===== src/rtl/exec_pkg.sv =====
// exec_pkg: shared types and constants for the integer execute sequencer
package exec_pkg;
  typedef enum logic [1:0] {IDLE, READ, EXEC, WB} state_t;
  localparam logic [2:0] ALU_ADD = 3'd0;
  localparam logic [2:0] ALU_SUB = 3'd1;
  localparam logic [2:0] ALU_MUL = 3'd2;
  localparam logic [2:0] ALU_DIV = 3'd3;
  localparam logic [2:0] ALU_XOR = 3'd4;
  localparam logic [2:0] ALU_AND = 3'd5;
  localparam logic [2:0] ALU_OR  = 3'd6;
  localparam logic [2:0] ALU_REM = 3'd7;
  localparam logic [6:0] OP_R    = 7'b0110011;
  localparam logic [6:0] OP_I    = 7'b0010011;
  localparam logic [6:0] F7_BASE = 7'b0000000;
  localparam logic [6:0] F7_SUB  = 7'b0100000;
  localparam logic [6:0] F7_MUL  = 7'b0000001;
  localparam logic [2:0] F3_ADD  = 3'b000;
  localparam logic [2:0] F3_XOR  = 3'b100;
  localparam logic [2:0] F3_OR   = 3'b110;
  localparam logic [2:0] F3_AND  = 3'b111;
  typedef struct packed {
    logic        legal;
    logic        is_imm;
    logic [2:0]  alu_op;
    logic [4:0]  rd;
    logic [4:0]  rs1;
    logic [4:0]  rs2;
    logic [11:0] imm;
  } dec_t;
endpackage


===== src/rtl/exec_decode.sv =====
// exec_decode: raw RISC-V instruction to decoded struct (R/I-type integer subset)
module exec_decode import exec_pkg::*; (
  input  logic [31:0] instruction,
  output dec_t        dec
);
  logic [6:0] op, f7;
  logic [2:0] f3;
  assign op = instruction[6:0];
  assign f3 = instruction[14:12];
  assign f7 = instruction[31:25];
  always_comb begin
    dec = '0;
    dec.rd = instruction[11:7];
    dec.rs1 = instruction[19:15];
    dec.rs2 = instruction[24:20];
    dec.imm = instruction[31:20];
    dec.is_imm = op == OP_I;
    if (op == OP_I || (op == OP_R && f7 == F7_BASE)) begin
      dec.legal = f3 inside {F3_ADD, F3_XOR, F3_OR, F3_AND};
      dec.alu_op = f3 == F3_ADD ? ALU_ADD : f3 == F3_XOR ? ALU_XOR : f3 == F3_OR ? ALU_OR : ALU_AND;
    end else if (op == OP_R && f7 == F7_SUB) begin
      dec.legal = f3 == F3_ADD;
      dec.alu_op = ALU_SUB;
    end else if (op == OP_R && f7 == F7_MUL) begin
      dec.legal = f3 inside {3'b000, 3'b100, 3'b110};
      dec.alu_op = f3 == 3'b000 ? ALU_MUL : f3 == 3'b100 ? ALU_DIV : ALU_REM;
    end
    if (!dec.legal) dec.alu_op = ALU_ADD;
  end
endmodule


===== src/rtl/exec_ctrl.sv =====
// exec_ctrl: 4-cycle IDLE/READ/EXEC/WB sequencer driving reg_file and alu.
// Define EXEC_TRACE_EN to print one line per retired instruction.
module exec_ctrl import exec_pkg::*; #(
  parameter int XLEN = 64,
  parameter int OPW  = 8
) (
  input  logic            clk,
  input  logic            reset,
  input  logic            in_valid,
  output logic            in_ready,
  input  logic [31:0]     instruction,
  output logic [4:0]      rf_rs1,
  output logic [4:0]      rf_rs2,
  input  logic [XLEN-1:0] rf_rs1_val,
  input  logic [XLEN-1:0] rf_rs2_val,
  output logic            rf_write_sig,
  output logic [4:0]      rf_write_reg,
  output logic [XLEN-1:0] rf_write_val,
  output logic [OPW-1:0]  alu_opcode,
  output logic [XLEN-1:0] alu_value1,
  output logic [XLEN-1:0] alu_value2,
  input  logic [XLEN-1:0] alu_result,
  output logic            done,
  output logic            illegal
);
  state_t state_q, state_d;
  dec_t dec_w, dec_q, dec_d;
  logic [XLEN-1:0] b_q, b_d, byp_q, byp_d, imm_x;
  exec_decode u_dec (.instruction(instruction), .dec(dec_w));
  assign imm_x = {{(XLEN-12){dec_q.imm[11]}}, dec_q.imm};
  always_comb begin
    state_d = state_q;
    dec_d = dec_q;
    b_d = b_q;
    byp_d = byp_q;
    in_ready = state_q == IDLE;
    rf_rs1 = '0;
    rf_rs2 = '0;
    rf_write_sig = 1'b0;
    rf_write_reg = '0;
    rf_write_val = '0;
    alu_opcode = '0;
    alu_value1 = '0;
    alu_value2 = '0;
    done = 1'b0;
    illegal = 1'b0;
    case (state_q)
      IDLE: if (in_valid) begin
        dec_d = dec_w;
        state_d = READ;
      end
      READ: begin
        rf_rs1 = dec_q.legal ? dec_q.rs1 : '0;
        rf_rs2 = dec_q.legal ? dec_q.rs2 : '0;
        state_d = EXEC;
      end
      EXEC: begin
        if (dec_q.legal) begin
          alu_opcode = OPW'(dec_q.alu_op);
          alu_value1 = rf_rs1_val;
          alu_value2 = dec_q.is_imm ? imm_x : rf_rs2_val;
        end
        b_d = alu_value2;
        // the alu stalls on a zero operand B, so that result is produced here instead
        byp_d = dec_q.alu_op inside {ALU_AND, ALU_MUL} ? '0 : dec_q.alu_op == ALU_DIV ? '1 : rf_rs1_val;
        state_d = WB;
      end
      WB: begin
        rf_write_reg = dec_q.rd;
        rf_write_sig = dec_q.legal && dec_q.rd != 5'd0;
        rf_write_val = b_q == '0 ? byp_q : alu_result;
        done = 1'b1;
        illegal = !dec_q.legal;
        state_d = IDLE;
      end
    endcase
  end
  always_ff @(posedge clk)
    if (reset) begin
      state_q <= IDLE;
      dec_q <= '0;
      b_q <= '0;
      byp_q <= '0;
    end else begin
      state_q <= state_d;
      dec_q <= dec_d;
      b_q <= b_d;
      byp_q <= byp_d;
    end
`ifdef EXEC_TRACE_EN
  function automatic string mnem(input logic [2:0] op);
    case (op)
      ALU_ADD: return "add";
      ALU_SUB: return "sub";
      ALU_MUL: return "mul";
      ALU_DIV: return "div";
      ALU_XOR: return "xor";
      ALU_AND: return "and";
      ALU_OR:  return "or";
      default: return "rem";
    endcase
  endfunction
  always_ff @(posedge clk)
    if (!reset && state_q == WB)
      $display("exec_ctrl: %s%s x%0d = %h%s", mnem(dec_q.alu_op), dec_q.is_imm ? "i" : "",
               dec_q.rd, rf_write_val, dec_q.legal ? "" : " illegal");
`endif
endmodule


===== config.mk =====
export PLATFORM = sky130hd
export DESIGN_NAME = exec_ctrl
export DESIGN_NICKNAME = d
export VERILOG_FILES = /design/src/rtl/exec_pkg.sv /design/src/rtl/exec_decode.sv /design/src/rtl/exec_ctrl.sv
export SDC_FILE = /design/constraint.sdc
export NUM_CORES = 1
export LEC_CHECK = 0
export BUFFER_PORTS_ARGS = -buffer_cell sky130_fd_sc_hd__buf_2
export CORE_MARGIN = 4
export CORE_UTILIZATION = 25
export CTS_BUF_LIST = sky130_fd_sc_hd__clkbuf_8 sky130_fd_sc_hd__clkbuf_16
export CTS_CLUSTER_DIAMETER = 60
export CTS_CLUSTER_SIZE = 20
export DETAILED_ROUTE_END_ITERATION = 8
export PLACE_DENSITY = 0.57
export SYNTH_ARGS = -nofsm -noshare
export SYNTH_HDL_FRONTEND = slang
export SYNTH_SLANG_ARGS = --single-unit

===== constraint.sdc =====
create_clock -name clk -period 3.3 [get_ports clk]
set_input_delay 0.33 -clock clk [delete_from_list [all_inputs] [get_ports clk]]
set_output_delay 0.33 -clock clk [all_outputs]
set_load 0.005 [all_outputs]

==> impl_metrics.tcl <==
set metrics [dict create \
    layout-drive-gt1-share_pct 33.0 \
    row_count 66 \
    slew_violations 0 \
    comb_power_share_pct 24.2 \
    hp-class "in -> reg" \
    worstSkewPairLatency_ns 0.43 \
    yosys_warnings 0 \
    synth_commonest_cells "nand2_1 (243), a21oi_1 (206), dfxtp_1 (157), clkbuf_1 (90), nor2_1 (85)" \
    rr_endpoint "b_q[9]" \
    endpoint_kind "output port" \
    hold_end "dec_q[17]" \
    detail-route-antenna-nets 0 \
    wire_per_inst_um 16.5 \
    hold_start "instruction[15]" \
    cts-root-buf "clkbuf_16" \
    rsz0062_at_grt "no" \
    path_max_fanout 64 \
    grt_pass1_wl_um 48100 \
    min_period_over_period_pct 91.7 \
    nNetsFinal 1736 \
    fmax_mhz 331 \
    clock_path_buffers 2 \
    p_sw_w 0.00207 \
    synth_area_leaders "dfxtp_1 (38%), a21oi_1 (12%), nand2_1 (11%), mux2i_1 (9.1%), and3_1 (5.8%)" \
    drt_iter0_drc 466 \
    cp_cell_sequence "nor4_1, nand4_1, nor4_4, buf_12, mux2i_1, buf_2" \
    grt_pass1_vias 8688 \
    p_leak_nw 5.85 \
    maxSlewHeadroom_pct 31.9 \
    synth_area_um2 8370 \
    cts_setup_buffers 0 \
    cts_max_level 4 \
    path_buf_inv 2 \
    critPathMaxStageDelay_ns 0.44 \
    ff2ff_path_depth 6 \
    syn_inst 1141 \
    tns_ns 0 \
    seq_power_share_pct 39.9 \
    period_minus_slack_ns 3.03 \
    nFillCells 3561 \
    ys.flop_type "dfxtp_1" \
    status "finished, final reports clean" \
    multi_input_area_um2 4720 \
    pwr_density_cell_nw_per_um2 498 \
    crit_path_top_delay_cell "nor4_1" \
    avgViaCountPerCell 4.70 \
    grt_max_degree 137 \
    reg2reg_from "state_q[0]" \
    reg2reg_setup_slack_ns 0.86 \
    regArea_um2 3150 \
    routabilityCongestion 0.896 \
    synth_edf_count 0 \
    skew_ns 0.0185 \
    synthToLayoutAreaGrowth_pct 36.5 \
    place_hpwl_um 23600 \
    antenna_found_initial 0 \
    die_h_um 191 \
    startpoint_type "flop" \
    critPathArrivalTime_ns 2.70 \
    cap_viol_max_count 0 \
    power_w 0.00569 \
    initial_core_util_pct 25.5 \
    hold-worst-slack_ns 0.129 \
    internal_power_w 0.00362 \
    first_pass_iters 5 \
    crit_type "reg -> out" \
    yosysSeqAreaShare_pct 37.6 \
    cts_tree "yes" \
    post-route-util_pct 34.8 \
    num_io_pins 446 \
    required_ns 2.97 \
    dpl_cell_area_um2 10800 \
    synth.distinct_cells 40 \
    grt_overflow 0 \
    pwr-share-clk_pct 35.9 \
    cts.sinks 157 \
    post-synth-top-area-fraction_pct 37.6 \
    ir_drop_mv 0.314 \
    die_x_um 191 \
    final_hold_viol_count 0 \
    fin_area_um2 11400 \
    grt_usage_pct 16.3 \
    setup_viol 0 \
    port_buffers 440 \
    drcViolationCount 0 \
    async_flop_share_pct 0 \
    synth.avg_cell_area_um2 7.33 \
    yosysTopAreaCell "dfxtp_1" \
    cp_top_family "simple AND/OR/NAND/NOR gates" \
    postRouteWirelength_um 32300 \
    ys_ff_latch 157 \
    synth_most_common_cell "nand2_1" \
    tightest_slew_ns 1.02 \
    switching_share_pct 36.4 \
    clkSlewWorstSetupHoldPaths_ns 0.08 \
    cts_buffers 17 \
    via_count 9205 \
    whs_path_depth 3 \
    core-area_um2 32800 \
    diodes 0 \
    dieArea_um2 36500 \
]
[cells by family after synthesis]
group	synth area share, %
AND/OR/NAND/NOR	27.9
buffers and inverters	6.80
other	0.0448
multiplexers	9.09
adder cells (fa/ha/maj)	0.598
flip-flops	37.6
AO/OA/AOI/OAI	18.0
[worst reg2reg max path: stages (launching register included)]
cell and delay (ns):
dfxtp_1 0.45, inv_1 0.10, ha_2 0.25, inv_4 0.49, buf_4 0.79, a21oi_1 0.17, nor2_1 0.13
[worst max-delay path by stage]
stage                       start          endpoint  cells past startpoint
after detailed placement  b_q[57]  rf_write_val[20]                      6
after floorplan           b_q[25]  rf_write_val[10]                      6
after global routing      b_q[53]   rf_write_val[6]                      6
after CTS                 b_q[57]  rf_write_val[20]                      6
after global placement    b_q[57]   rf_write_val[8]                      6
final                     b_q[53]   rf_write_val[6]                      6
[metal layers]
layer  share of wire [%]  global-route usage, %  vias up
met2                  48                   27.7      339
met1                  44                   21.0     4245
met3                 6.6                   3.54       35
met4                 2.1                   4.56        0
li1                    -                      -     4586
met5                   0                      0        -
[final cells by class]
| type | instances | area share, % |
|---|---|---|
| timing repair buffer | 452 | 20.5 |
| inverter | 5 | 0.186 |
| tap | 442 | 4.84 |
| sequential | 157 | 27.5 |
| multi-input combinational | 872 | 41.4 |
| clock inverter | 15 | 1.83 |
| clock buffer | 17 | 3.72 |
[through the flow]
stage	cells	setup WS, ns
after global routing	1960	0.138
after detailed placement	1928	0.675
after global placement	1928	0.648
after CTS	1960	0.171
after floorplan	1145	1.41
final	1960	0.275
[power groups by stage]
stage	logic, W	registers, W	clock network (W)
after global routing	0.00154	0.00230	0.00221
after floorplan	0.000927	0.00226	0
after detailed placement	0.00138	0.00231	0
final	0.00138	0.00227	0.00204
after global placement	0.00137	0.00230	0
after CTS	0.00139	0.00227	0.00212
[placed cells by master (no fill, tap or decap), drive strengths merged]
cell type / n
nand3b: 2
inv: 10
buf: 452
o41ai: 2
mux2i: 76
nand2b: 54
and4b: 1
a32oi: 2
o22ai: 1
nand4: 4
and2: 6
or3: 2
a211oi: 1
nor2b: 4
clkinv: 10
nor2: 85
a221oi: 2
nand2: 243
and3: 77
o21ai: 68
o311a: 1
o31ai: 1
or4: 1
clkbuf: 17
a21oi: 206
conb: 5
nor3: 3
ha: 4
nor4: 17
o2111ai: 1
nor4bb: 1
dfxtp: 157
a22oi: 2
[flip-flops by register name, summed over array words and instances, names as in the netlist]
name	cells
b_q	64
state_q	2
dec_q	27
byp_q	64
[repair_timing]
action	CTS	global route
endpoints found under the setup margin	0	4
resized for setup	0	1
hold buffers	0	0
hold endpoints to repair	0	0
(Power assumes the default switching activity.)
